==> src/rtl/main_memory_ctrl.sv <==
// Main memory with separate instruction/data banks behind a valid/ready request port.
// Serial accesses with programmable wait states, one-cycle response pulse, instruction preload.
module main_memory_ctrl #(
  parameter int unsigned       DATA_W    = 13,
  parameter int unsigned       ADDR_W    = 4,
  parameter int unsigned       DEPTH     = 13,
  parameter int unsigned       WAIT_CYC  = 1,
  parameter logic [DATA_W-1:0] WORD0_RST = '1
) (
  input  logic              clk,
  input  logic              reset,
  input  logic              req_valid,
  output logic              req_ready,
  input  logic              req_write,
  input  logic              req_instr,
  input  logic [ADDR_W-1:0] req_addr,
  input  logic [DATA_W-1:0] req_wdata,
  output logic              resp_valid,
  output logic [DATA_W-1:0] resp_rdata,
  output logic              resp_err,
  input  logic              load_en,
  input  logic [ADDR_W-1:0] load_addr,
  input  logic [DATA_W-1:0] load_data
);

  localparam int unsigned       CNT_W    = 4;
  localparam int unsigned       IDX_W    = (DEPTH > 1) ? $clog2(DEPTH) : 1;
  localparam logic [CNT_W-1:0]  CNT_LOAD = CNT_W'((WAIT_CYC > 0) ? (WAIT_CYC - 1) : 0);
  localparam logic [ADDR_W:0]   DEPTH_V  = (ADDR_W + 1)'(DEPTH);

  typedef enum logic [1:0] {
    S_IDLE = 2'd0,
    S_WAIT = 2'd1,
    S_RESP = 2'd2
  } state_t;

  state_t             state;
  state_t             state_nxt;
  logic [CNT_W-1:0]   cnt;
  logic [CNT_W-1:0]   cnt_nxt;
  logic               accept;

  logic               lat_write;
  logic               lat_instr;
  logic [ADDR_W-1:0]  lat_addr;
  logic [DATA_W-1:0]  lat_wdata;

  logic [DATA_W-1:0]  data_mem  [DEPTH];
  logic [DATA_W-1:0]  instr_mem [DEPTH];

  logic               acc_in_range;
  logic               acc_err;
  logic [DATA_W-1:0]  rd_word;
  logic               do_dwrite;
  logic               load_in_range;
  logic               do_load;

  // Preload owns the port while asserted; nothing is accepted during reset.
  assign req_ready = (state == S_IDLE) && !load_en && !reset;

  // State and wait counter registers
  always_ff @(posedge clk) begin
    if (reset) begin
      state <= S_IDLE;
      cnt   <= '0;
    end else begin
      state <= state_nxt;
      cnt   <= cnt_nxt;
    end
  end

  // Next-state logic
  always_comb begin
    state_nxt = state;
    cnt_nxt   = cnt;
    accept    = 1'b0;
    case (state)
      S_IDLE: begin
        if (req_valid && req_ready) begin
          accept = 1'b1;
          if (WAIT_CYC > 0) begin
            state_nxt = S_WAIT;
            cnt_nxt   = CNT_LOAD;
          end else begin
            state_nxt = S_RESP;
          end
        end
      end
      S_WAIT: begin
        if (cnt == '0) begin
          state_nxt = S_RESP;
        end else begin
          cnt_nxt = cnt - CNT_W'(1);
        end
      end
      S_RESP: begin
        state_nxt = S_IDLE;
      end
      default: begin
        state_nxt = S_IDLE;
      end
    endcase
  end

  // Request fields held for the whole access
  always_ff @(posedge clk) begin
    if (reset) begin
      lat_write <= 1'b0;
      lat_instr <= 1'b0;
      lat_addr  <= '0;
      lat_wdata <= '0;
    end else if (accept) begin
      lat_write <= req_write;
      lat_instr <= req_instr;
      lat_addr  <= req_addr;
      lat_wdata <= req_wdata;
    end
  end

  // Access decode on the latched request
  always_comb begin
    acc_in_range = ({1'b0, lat_addr} < DEPTH_V);
    acc_err      = !acc_in_range || (lat_write && lat_instr);
    rd_word      = '0;
    if (acc_in_range) begin
      rd_word = lat_instr ? instr_mem[IDX_W'(lat_addr)] : data_mem[IDX_W'(lat_addr)];
    end
    do_dwrite     = (state == S_RESP) && acc_in_range && lat_write && !lat_instr;
    load_in_range = ({1'b0, load_addr} < DEPTH_V);
    do_load       = (state == S_IDLE) && load_en && load_in_range && !reset;
  end

  // Response registers; payload holds until the next completed access
  always_ff @(posedge clk) begin
    if (reset) begin
      resp_valid <= 1'b0;
      resp_rdata <= '0;
      resp_err   <= 1'b0;
    end else begin
      resp_valid <= (state == S_RESP);
      if (state == S_RESP) begin
        resp_err   <= acc_err;
        resp_rdata <= (acc_err || lat_write) ? '0 : rd_word;
      end
    end
  end

  // Data bank: reset to a known image, written on RESP exit
  always_ff @(posedge clk) begin
    if (reset) begin
      for (int unsigned i = 0; i < DEPTH; i++) begin
        data_mem[i] <= (i == 0) ? WORD0_RST : '0;
      end
    end else if (do_dwrite) begin
      data_mem[IDX_W'(lat_addr)] <= lat_wdata;
    end
  end

  // Instruction bank: preload only, contents survive reset
  always_ff @(posedge clk) begin
    if (do_load) begin
      instr_mem[IDX_W'(load_addr)] <= load_data;
    end
  end

endmodule
==> config.mk <==
export PLATFORM = sky130hd
export DESIGN_NAME = main_memory_ctrl
export DESIGN_NICKNAME = d
export VERILOG_FILES = /design/src/rtl/main_memory_ctrl.sv
export SDC_FILE = /design/constraint.sdc
export NUM_CORES = 1
export LEC_CHECK = 0
export ABC_AREA = 1
export ABC_CLOCK_PERIOD_IN_PS = 2200
export BUFFER_PORTS_ARGS = -buffer_cell sky130_fd_sc_hd__buf_4
export CAP_MARGIN = 0
export CORE_ASPECT_RATIO = 0.5
export CORE_MARGIN = 1
export CORE_UTILIZATION = 56
export DETAILED_ROUTE_END_ITERATION = 8
export PLACE_DENSITY_LB_ADDON = 0.12
export SETUP_SLACK_MARGIN = 0.5
export SYNTH_ARGS = -nofsm -noshare
export SYNTH_HDL_FRONTEND = slang
export SYNTH_SLANG_ARGS = --single-unit
export TNS_END_PERCENT = 20
==> constraint.sdc <==
create_clock -name clk -period 2.2 [get_ports clk]
set_clock_uncertainty 0.15 [all_clocks]
set_input_delay 0.22 -clock clk [delete_from_list [all_inputs] [get_ports clk]]
set_output_delay 0.22 -clock clk [all_outputs]
set_load 0.01 [all_outputs]
==> flow_summary_export.csv <==
group,metric,value,unit
status,status,"completed",
pwr,p_leak,8.95,nW
detailed_routing,first_iter_violations,1463,
clocking,cts.sinks,421,
place,io_buffers,55,
clocking,cts.clk_slew.worst_paths,0.06,ns
sta,layout_min_cycle_time,2.05,ns
yosys,ys_seq_area_frac,0.674,
critical_path,crit_fanout,7,
worst_hold_path,min_to,"lat_write$_SDFFE_PP0P_",
yosys,synth.yosys.warnings,0,
yosys,synth_area_per_cell,9.71,um2
critical_path,cp-end-kind,"flip-flop",
critical_path,crit_chain,"nor2_4 > inv_2 > a21oi_4 > nand4_4 > buf_12 > nor3_4 > buf_12 > nand2_4 > nand2_4",
grt,grt_pass1_vias,13449,
sta,rsz0062_at_grt,"true",
final_layout,nets,2067,
critical_path,max_stage_delay,0.35,ns
pwr,power_density,773,nW/um2
sta,fmax,488,MHz
sta,tightest_slew,1.07,ns
clocking,clock_latency,0.55,ns
worst_hold_path,hp-start,"reset",
pwr,vdd_ir_drop_max,0.688,mV
critical_path,cp.arrival,2.14,ns
sta,tns,0,ns
final_layout,layout-drive-gt1-share,0.153,
sta,timing.final.crit_share,0.932,
yosys,netlist_instances,1863,
detailed_routing,wl_per_cell,20.7,um
critical_path,reg2regPathDepth,9,
detailed_routing,first_pass_iters,7,
critical_path,worstPathRequired,2.29,ns
critical_path,ff2ff_setup_slack,0.15,ns
sta,finalSetupViolations,0,
sta,slew_viol_final,0,
grt,grt_max_degree,73,
clocking,tritoncts,"yes",
critical_path,r2r-start,"lat_addr[1]$_SDFFE_PP0P_",
final_layout,final_cells,2486,
detailed_routing,viasPerCell,5.65,
worst_hold_path,worstHoldPathType,"in -> reg",
critical_path,r2r-end,"data_mem[6][1]$_SDFFCE_PN0P_",
place,preCtsSetupSlack,0.0603,ns
clocking,cts_buffers,38,
detailed_routing,drc,0,
floorplanning,start_util,0.571,
sta,fin_ws,0.150,ns
grt,antenna_found_initial,0,
sta,timing.hold.ws,0.121,ns
clocking,htree_levels,2,
floorplanning,die_h,129,um
floorplanning,rows,46,
place,place_inst,2339,
critical_path,cp-start-kind,"flip-flop",
floorplanning,num_io_pins,56,
yosys,synth.distinct_cells,26,
sta,relSlewSlack,0.288,
final_layout,insertedDiodeCount,0,
floorplanning,die_w,256,um
place,post-dp-hpwl,30300,um
clocking,clockBufferDepth,3,
worst_hold_path,holdPathStages,6,
grt,track_usage,0.314,
grt,overflow,0,
yosys,netlist_area,18100,um2
critical_path,worstSetupPathType,"reg -> reg",
critical_path,path_buf_inv,3,
floorplanning,die_area,33100,um2
grt,grt_pass1_wl,77500,um
final_layout,area_growth,24.2,%
place,gp_congestion,0.900,
critical_path,crit_path_top_delay_cell,"dfxtp_4",
detailed_routing,ant_nets,0,
floorplanning,core_area,31700,um2
sta,hold_viol,0,
flow_run,drv_cap,0,
detailed_routing,wl,51600,um
clocking,cts_root_buf,"clkbuf_16",
critical_path,cp_top_family,"simple AND/OR/NAND/NOR gates",
yosys,ys_ff_latch,421,
detailed_routing,routed-via-count,14043,
-- flip-flops by register name, summed over array words and instances, names as in the netlist, named ones only --
register and flops:
data_mem 208, instr_mem 169, lat_wdata 13, lat_addr 4, resp_err 1, resp_valid 1
lat_write 1, state 2, cnt 4, resp_rdata 13, lat_instr 1
-- cells in the final DEF (no fill, tap or decap), drive strengths merged --
master / Yosys / layout
nand2: 626 / 634
buf: 25 / 151
o211ai: 1 / 1
dlygate4sd3: 0 / 35
o21ai: 32 / 32
bufbuf: 0 / 6
edfxtp: 377 / 377
nor2: 233 / 233
clkbuf: 91 / 56
nand4: 3 / 3
xor2: 1 / 1
or2: 2 / 2
bufinv: 0 / 4
o211a: 1 / 1
a21oi: 48 / 48
nor4: 1 / 1
inv: 140 / 142
clkinv: 2 / 9
conb: 1 / 39
ha: 1 / 1
dfxtp: 44 / 44
nor3: 8 / 8
nand3: 226 / 226
-- cell families after synthesis --
| kind of cell | after synthesis | synth area share |
|---|---|---|
| AOI/OAI and AO/OA | 82 | 0.0233 |
| DFF | 421 | 0.674 |
| adders and majority gates | 1 | 0.000691 |
| buffers and inverters | 258 | 0.0547 |
| and+or+nand+nor | 1099 | 0.246 |
| other | 1 | 0.000207 |
| xor gates and xnor gates | 1 | 0.000484 |
-- worst min-delay path: stages --
cell     delay (ns)
buf_4          0.14
inv_2          0.08
nand2_1        0.10
nor2_1         0.07
nand3_1        0.09
a21oi_1        0.07
-- repair_timing --
item,4_1_cts,5_1_grt
buffers inserted,14,6
cloned,22,2
pin swaps,14,7
endpoints found under the setup margin,544,548
resized for setup,96,47
endpoints found under the hold margin,193,0
hold buffers,35,0
-- final cells by class --
cell class	count	area [um2]
multi-input combinational	1230	5710
fill	2241	9230
clock buffer	55	1090
timing repair buffer	193	2220
tap	432	541
inverter	142	543
sequential	421	12200
clock inverter	13	165
-- synth_stat cells --
library cell,number,area [um2]
inv_1,137,514
o21ai_0,32,160
inv_2,3,11.3
dfxtp_1,44,881
nand3_1,226,1130
nor2_1,233,875
edfxtp_1,377,11300
nand4_2,1,12.5
ha_1,1,12.5
nor3_2,3,30.0
a21oi_2,1,8.76
o211ai_1,1,7.51
a21oi_1,47,235
conb_1,1,3.75
clkbuf_1,91,342
nor3_1,5,25.0
or2_0,1,6.26
xor2_1,1,8.76
nand2_1,626,2350
buf_1,8,30.0
nor4_2,1,12.5
buf_2,17,85.1
or2_2,1,6.26
o211a_1,1,10.0
nand4_1,2,12.5
clkinv_1,2,7.51
-- metal layers --
metal	vias up	share of wire	global-route usage	wire length (um)
met5	-	0	0	0
met4	0	0.030	0.103	1540
met3	114	0.095	0.0456	4890
met2	730	0.48	0.533	24700
met1	6789	0.40	0.423	20500
li1	6410	-	-	-
-- power by group --
part           internal [W]  leakage, nW  total [W]  switching [W]
clock network       0.00392        0.613    0.00681        0.00290
logic              0.000534         4.35    0.00159        0.00106
registers           0.00889         3.98    0.00897      0.0000797
total                0.0133         8.95     0.0174        0.00403
-- stage by stage --
step           utilization  instance area (um2)  total power [W]
2_1_floorplan            -                18500          0.00989
3_3_place_gp         0.621                19700           0.0104
3_5_place_dp         0.621                19700           0.0104
4_1_cts              0.700                22200           0.0173
5_1_grt              0.709                22500           0.0178
6_report             0.709                22500           0.0174
-- how the worst max path moves through the flow --
stage | from | end | slack (ns) | cells past startpoint
6_report | lat_addr[1]$_SDFFE_PP0P_ | data_mem[6][1]$_SDFFCE_PN0P_ | 0.15 | 9
5_1_grt | state[1]$_SDFFE_PP0P_ | data_mem[7][6]$_SDFFCE_PN0P_ | 0.09 | 10
4_1_cts | state[0]$_SDFFE_PP0P_ | instr_mem[11][8]$_DFFE_PP_ | 0.14 | 6
3_5_place_dp | load_addr[0] | instr_mem[11][2]$_DFFE_PP_ | 0.06 | 7
3_3_place_gp | state[1]$_SDFFE_PP0P_ | data_mem[2][4]$_SDFFCE_PN0P_ | 0.18 | 9
2_1_floorplan | lat_addr[1]$_SDFFE_PP0P_ | data_mem[5][0]$_SDFFCE_PN0P_ | 0.21 | 8
Note: power is estimated with default switching activity, not from simulation.
